--- src/rtl/fc_argmax.sv ---
// Final-layer argmax: collects BCK_CELL neuron outputs from the FC write bus,
// then scans them one per cycle for the signed maximum (ties go to lowest index).
//
// state   | meaning
// IDLE    | waiting for enable; last result (if any) still presented
// COLLECT | capturing final-layer writes until all_end
// SCAN    | walking the buffer, one entry per cycle
// DONE    | result valid, held until enable drops
module fc_argmax #(
  parameter int BCK_CELL  = 10,
  parameter int ADDR_BASE = 0
) (
  input  logic        clk,
  input  logic        reset_n,
  input  logic        enable,
  input  logic        fc2_phase,
  input  logic        we,
  input  logic [15:0] addr,
  input  logic [15:0] data,
  input  logic        all_end,
  output logic [3:0]  class_idx,
  output logic [15:0] max_value,
  output logic        valid,
  output logic        busy,
  output logic        miss_err,
  output logic        addr_err
);

  localparam logic [1:0]  S_IDLE    = 2'd0;
  localparam logic [1:0]  S_COLLECT = 2'd1;
  localparam logic [1:0]  S_SCAN    = 2'd2;
  localparam logic [1:0]  S_DONE    = 2'd3;
  localparam logic [3:0]  LAST_IDX  = 4'(BCK_CELL - 1);
  localparam logic [16:0] BASE      = 17'(ADDR_BASE);
  localparam logic [15:0] MIN_VAL   = 16'h8000;

  logic [1:0]          r_state;
  logic [1:0]          w_state_nxt;
  logic [15:0]         r_buf [BCK_CELL];
  logic [BCK_CELL-1:0] r_mask;

  logic [3:0]  r_idx;
  logic        r_issuing;
  logic [15:0] r_cand;
  logic        r_cand_ok;
  logic        r_cand_vld;
  logic [3:0]  r_cand_idx;
  logic [15:0] r_run_max;
  logic [3:0]  r_run_idx;
  logic        r_found;

  logic [3:0]  r_class_idx;
  logic [15:0] r_max_value;
  logic        r_valid;
  logic        r_busy;
  logic        r_miss_err;
  logic        r_addr_err;

  logic [16:0] w_off;
  logic [3:0]  w_slot;
  logic        w_in_range;
  logic        w_wr;
  logic        w_take;
  logic        w_last;
  logic [15:0] w_nxt_max;
  logic [3:0]  w_nxt_idx;

  // 17-bit offset so an address below the base shows up as a borrow
  assign w_off      = {1'b0, addr} - BASE;
  assign w_slot     = w_off[3:0];
  assign w_in_range = !w_off[16] && (w_off[15:0] < 16'(BCK_CELL));
  assign w_wr       = (r_state == S_COLLECT) && we && fc2_phase;

  // The first written entry always wins; later ones must be strictly greater
  assign w_take    = r_cand_vld && r_cand_ok &&
                     (!r_found || ($signed(r_cand) > $signed(r_run_max)));
  assign w_nxt_max = w_take ? r_cand : r_run_max;
  assign w_nxt_idx = w_take ? r_cand_idx : r_run_idx;
  assign w_last    = r_cand_vld && (r_cand_idx == LAST_IDX);

  always_comb begin
    w_state_nxt = r_state;
    case (r_state)
      S_IDLE:    if (enable)  w_state_nxt = S_COLLECT;
      S_COLLECT: if (all_end) w_state_nxt = S_SCAN;
      S_SCAN:    if (w_last)  w_state_nxt = S_DONE;
      S_DONE:    if (!enable) w_state_nxt = S_IDLE;
      default:   w_state_nxt = S_IDLE;
    endcase
  end

  always_ff @(posedge clk) begin
    if (w_wr && w_in_range) r_buf[w_slot] <= data;
  end

  always_ff @(posedge clk or negedge reset_n) begin
    if (!reset_n) begin
      r_state     <= S_IDLE;
      r_mask      <= '0;
      r_idx       <= '0;
      r_issuing   <= 1'b0;
      r_cand      <= '0;
      r_cand_ok   <= 1'b0;
      r_cand_vld  <= 1'b0;
      r_cand_idx  <= '0;
      r_run_max   <= MIN_VAL;
      r_run_idx   <= '0;
      r_found     <= 1'b0;
      r_class_idx <= '0;
      r_max_value <= '0;
      r_valid     <= 1'b0;
      r_busy      <= 1'b0;
      r_miss_err  <= 1'b0;
      r_addr_err  <= 1'b0;
    end else begin
      r_state <= w_state_nxt;
      r_busy  <= (w_state_nxt == S_COLLECT) || (w_state_nxt == S_SCAN);
      case (r_state)
        S_IDLE: begin
          if (enable) begin
            r_mask     <= '0;
            r_addr_err <= 1'b0;
            r_miss_err <= 1'b0;
            r_valid    <= 1'b0;
          end
        end
        S_COLLECT: begin
          if (w_wr) begin
            if (w_in_range) r_mask[w_slot] <= 1'b1;
            else            r_addr_err     <= 1'b1;
          end
          if (all_end) begin
            r_idx      <= '0;
            r_issuing  <= 1'b1;
            r_cand_vld <= 1'b0;
            r_run_max  <= MIN_VAL;
            r_run_idx  <= '0;
            r_found    <= 1'b0;
          end
        end
        S_SCAN: begin
          // Stage 1 reads an entry; stage 2 compares it a cycle later
          r_cand_vld <= r_issuing;
          if (r_issuing) begin
            r_cand     <= r_buf[r_idx];
            r_cand_ok  <= r_mask[r_idx];
            r_cand_idx <= r_idx;
            if (r_idx == LAST_IDX) r_issuing <= 1'b0;
            else                   r_idx     <= r_idx + 4'd1;
          end
          if (r_cand_vld) begin
            r_run_max <= w_nxt_max;
            r_run_idx <= w_nxt_idx;
            if (r_cand_ok) r_found    <= 1'b1;
            else           r_miss_err <= 1'b1;
          end
          if (w_last) begin
            r_class_idx <= w_nxt_idx;
            r_max_value <= w_nxt_max;
            r_valid     <= 1'b1;
          end
        end
        default: ;
      endcase
    end
  end

  assign class_idx = r_class_idx;
  assign max_value = r_max_value;
  assign valid     = r_valid;
  assign busy      = r_busy;
  assign miss_err  = r_miss_err;
  assign addr_err  = r_addr_err;

endmodule
--- config.mk ---
export PLATFORM = sky130hd
export DESIGN_NAME = fc_argmax
export DESIGN_NICKNAME = d
export VERILOG_FILES = /design/src/rtl/fc_argmax.sv
export SDC_FILE = /design/constraint.sdc
export NUM_CORES = 1
export LEC_CHECK = 0
export BUFFER_PORTS_ARGS = -buffer_cell sky130_fd_sc_hd__buf_2
export CAP_MARGIN = 25
export CORE_ASPECT_RATIO = 1.25
export CORE_MARGIN = 4
export CORE_UTILIZATION = 45
export CTS_CLUSTER_SIZE = 10
export DETAILED_ROUTE_END_ITERATION = 8
export GPL_ROUTABILITY_DRIVEN = 0
export HOLD_SLACK_MARGIN = 0.12
export SKIP_CTS_REPAIR_TIMING = 1
export SLEW_MARGIN = 10
export SYNTH_ARGS = -nofsm -noshare
export SYNTH_HDL_FRONTEND = slang
export SYNTH_SLANG_ARGS = --single-unit
--- constraint.sdc ---
create_clock -name clk -period 7.3 [get_ports clk]
set_input_delay 1.825 -clock clk [delete_from_list [all_inputs] [get_ports clk]]
set_output_delay 1.825 -clock clk [all_outputs]
set_load 0.01 [all_outputs]
==> out/results.txt <==
Status: finished, final reports clean
Initial antenna violation count: 0
RR Startpoint: r_run_max[15]
FFs w/ async S/R, synth: 0.344
Main combinational cell family by area after synthesis: multiplexers
GRT Overall Usage: 0.162
Final wirelength: 19.9 mm
EDFF count, synth: 160
Period utilization: 0.505
R2R setup slack: 4.13 ns
Die area: 25600 sq um
Initial Utilization: 0.462
CP max stage cell: and4b_1
WHS Path Cells: 2
Clk_lat worst skew: 0.52 ns
Max Cap Violations: 0
Post-synth top flop: edfxtp_1
Final Hold Vio Count: 0
Min Tclk post-route: 3.68 ns
Num ports: 62
CP Cell Sequence: buf_2 > nor4_1 > nand4_1 > nor4_1 > and4b_1
Clk slew on worst S/H paths: 0.05 ns
Pin count of the biggest net entering global routing: 85
Post-synth top area cell: edfxtp_1
Worst-Margin Slew: 0.894 ns
CTS root buf: clkbuf_16
Most common cell on crit path: nor4_1
Synth Area in Compound Gates: 0.0686
Finished Layout Cells: 1104
Clock Skews: 0.00717 ns
Final #Nets: 856
CP max FO: 16
Yosys warning total: 0
Synth Area in XOR/XNOR: 0.00168
Routed length per instance: 18.0 microns
Max VDD drop: 0.236 mV
First drt pass iteration count: 6
R2r worst-path depth: 10
Adder-Cell Fraction of Synth Area: 0.0216
Top-count cell post-synth: edfxtp_1
Bufs and invs on worst path: 1
Vias in the first global route: 6266
WHS: 0.477 ns
Fillers: 1859
Dpl cells: 1051
RSZ-0062 raised after global routing: false
H-tree depth: 1
Area grow syn2layout: 14.5%
Core region area: 22500 sq um
CTS Buffer Depth: 3
Synth unique cells: 53
Worst path top cell family by delay: simple AND/OR/NAND/NOR gates
Most frequent cells after synthesis: edfxtp_1, nand2_1, dfrtp_1
Final Max Tran Viols: 0
First-pass GRT wire length: 33.2 mm
Mux cell area share after synthesis: 0.129
Iteration-0 DRC Markers: 340
Chip Width: 144 microns
Maximum clock rate: 272 MHz
Setup violations, final: 0
Setup_tns: 0 ns
Hold Crit Class: register to register
Max incr delay on CP: 0.80 ns
Power Dens Cells: 329 nW/um^2
ANT cells: 0
Worst setup path endpoint: r_buf[9][9]
Antenna-violating nets left: 0
#FFs+latches synth: 244
Reg-to-reg endpoint: r_run_max[15]
Syn nets: 791
Chip height: 178 microns
Top cells by area, synth: edfxtp_1, dfrtp_1, mux4_2
Share of layout cells above drive strength 1: 0.211
Synthesized cell area: 10400 sq um
Max_slew headroom: 0.404
Top-area cell type share of the netlist area: 0.461
Avg Inst Size Synth: 14.2 sq um
Total number of vias: 5995
Simple-gate share of the synthesized area: 0.0827
IO buf count: 61
Arrival time at the worst endpoint: 3.83 ns
WP data required: 7.45 ns
CP startpoint kind: input pin
Via/cell ratio: 5.43
HPWL after DPL: 13.6 mm
Placed Area: 11000 sq um
DRC violations left: 0
Setup CP Type: input pin to register
Sequential-to-total area share from yosys stat: 0.664
Worst path depth: 5
Post-Layout Inst Area: 11900 sq um
Leakage Power: 4.47 nW
CTS Buf Count: 28
CTS tree: yes
Setup crit start: addr[15]
CP endpoint kind: register
CTS Sinks: 244
Std-Cell Rows: 61
Synth Instances: 735
GRT overflow: 0
==> logic make-up after synthesis <==
family                   count (synthesis)
multiplexers                            89
AO/OA/AOI/OAI                          116
XOR/XNOR                                 2
adder cells (fa/ha/maj)                 18
flip-flops                             244
AND/OR/NAND/NOR                        181
buffers and inverters                   85
==> layout make-up <==
type	instances	area [sq um]	area share
Timing Repair Buffer	78	490	0.0412
Sequential cell	244	6910	0.580
Multi-Input combinational cell	406	3180	0.267
Tap cell	283	354	0.0297
Inverter	42	158	0.0132
Clock buffer	51	828	0.0695
==> worst reg2reg max path, stage by stage, from the launching register on <==
cell and delay, ns:
dfstp_2 0.53, inv_1 0.05, ha_1 0.34, nand4_2 0.22, nor4_4 0.36, a211oi_1 0.16
a21boi_2 0.36, buf_8 0.23, o311a_1 0.16, buf_4 0.34, mux2_4 0.34
==> routing by layer <==
layer	up-vias	share of wire	track usage	wire length (microns)
li1	2874	-	-	-
met4	0	0.018	0.0416	353
met5	-	0	0	0
met2	111	0.49	0.264	9720
met1	2979	0.45	0.226	9000
met3	31	0.042	0.0284	830
==> registers in the layout, indices dropped and copies added (netlist names), 2 cells and up <==
register    count
r_buf         160
max_value      16
r_cand         16
r_run_max      16
r_mask         10
class_idx       4
r_cand_idx      4
r_idx           4
r_run_idx       4
r_state         2
==> worst min path at each step <==
stage	to	slack [ns]	startpoint
2_1_floorplan	r_cand_idx[3]	0.45	r_cand_idx[3]
3_3_place_gp	class_idx[2]	0.46	class_idx[2]
3_5_place_dp	valid	0.47	valid
4_1_cts	valid	0.48	valid
5_1_grt	r_mask[3]	0.51	r_mask[3]
6_report	class_idx[1]	0.48	class_idx[1]
==> report_power, final <==
group          internal [W]  leakage [nW]  switching [W]
registers           0.00162          2.55       0.000148
logic              0.000422          1.53       0.000485
clock network      0.000754         0.395       0.000494
==> per-stage QoR <==
stage                     total power (W)  utilization  worst slack, ns
after floorplan                   0.00242            -             2.85
after global placement            0.00268        0.489             3.11
after detailed placement          0.00271        0.490             3.05
after CTS                         0.00398        0.527             3.62
after global routing              0.00418        0.529             3.33
final                             0.00392        0.529             3.62
==> cell usage in the layout, fill, tap and decap left out, drive strengths merged, types with 18 or more instances in the layout <==
master / count
mux4: 34
buf: 78
inv: 42
clkbuf: 51
mux2: 20
mux2i: 35
dfrtp: 83
o21ai: 46
nor2: 36
edfxtp: 160
a31oi: 18
ha: 18
nand2: 87
(Power assumes the default switching activity.)
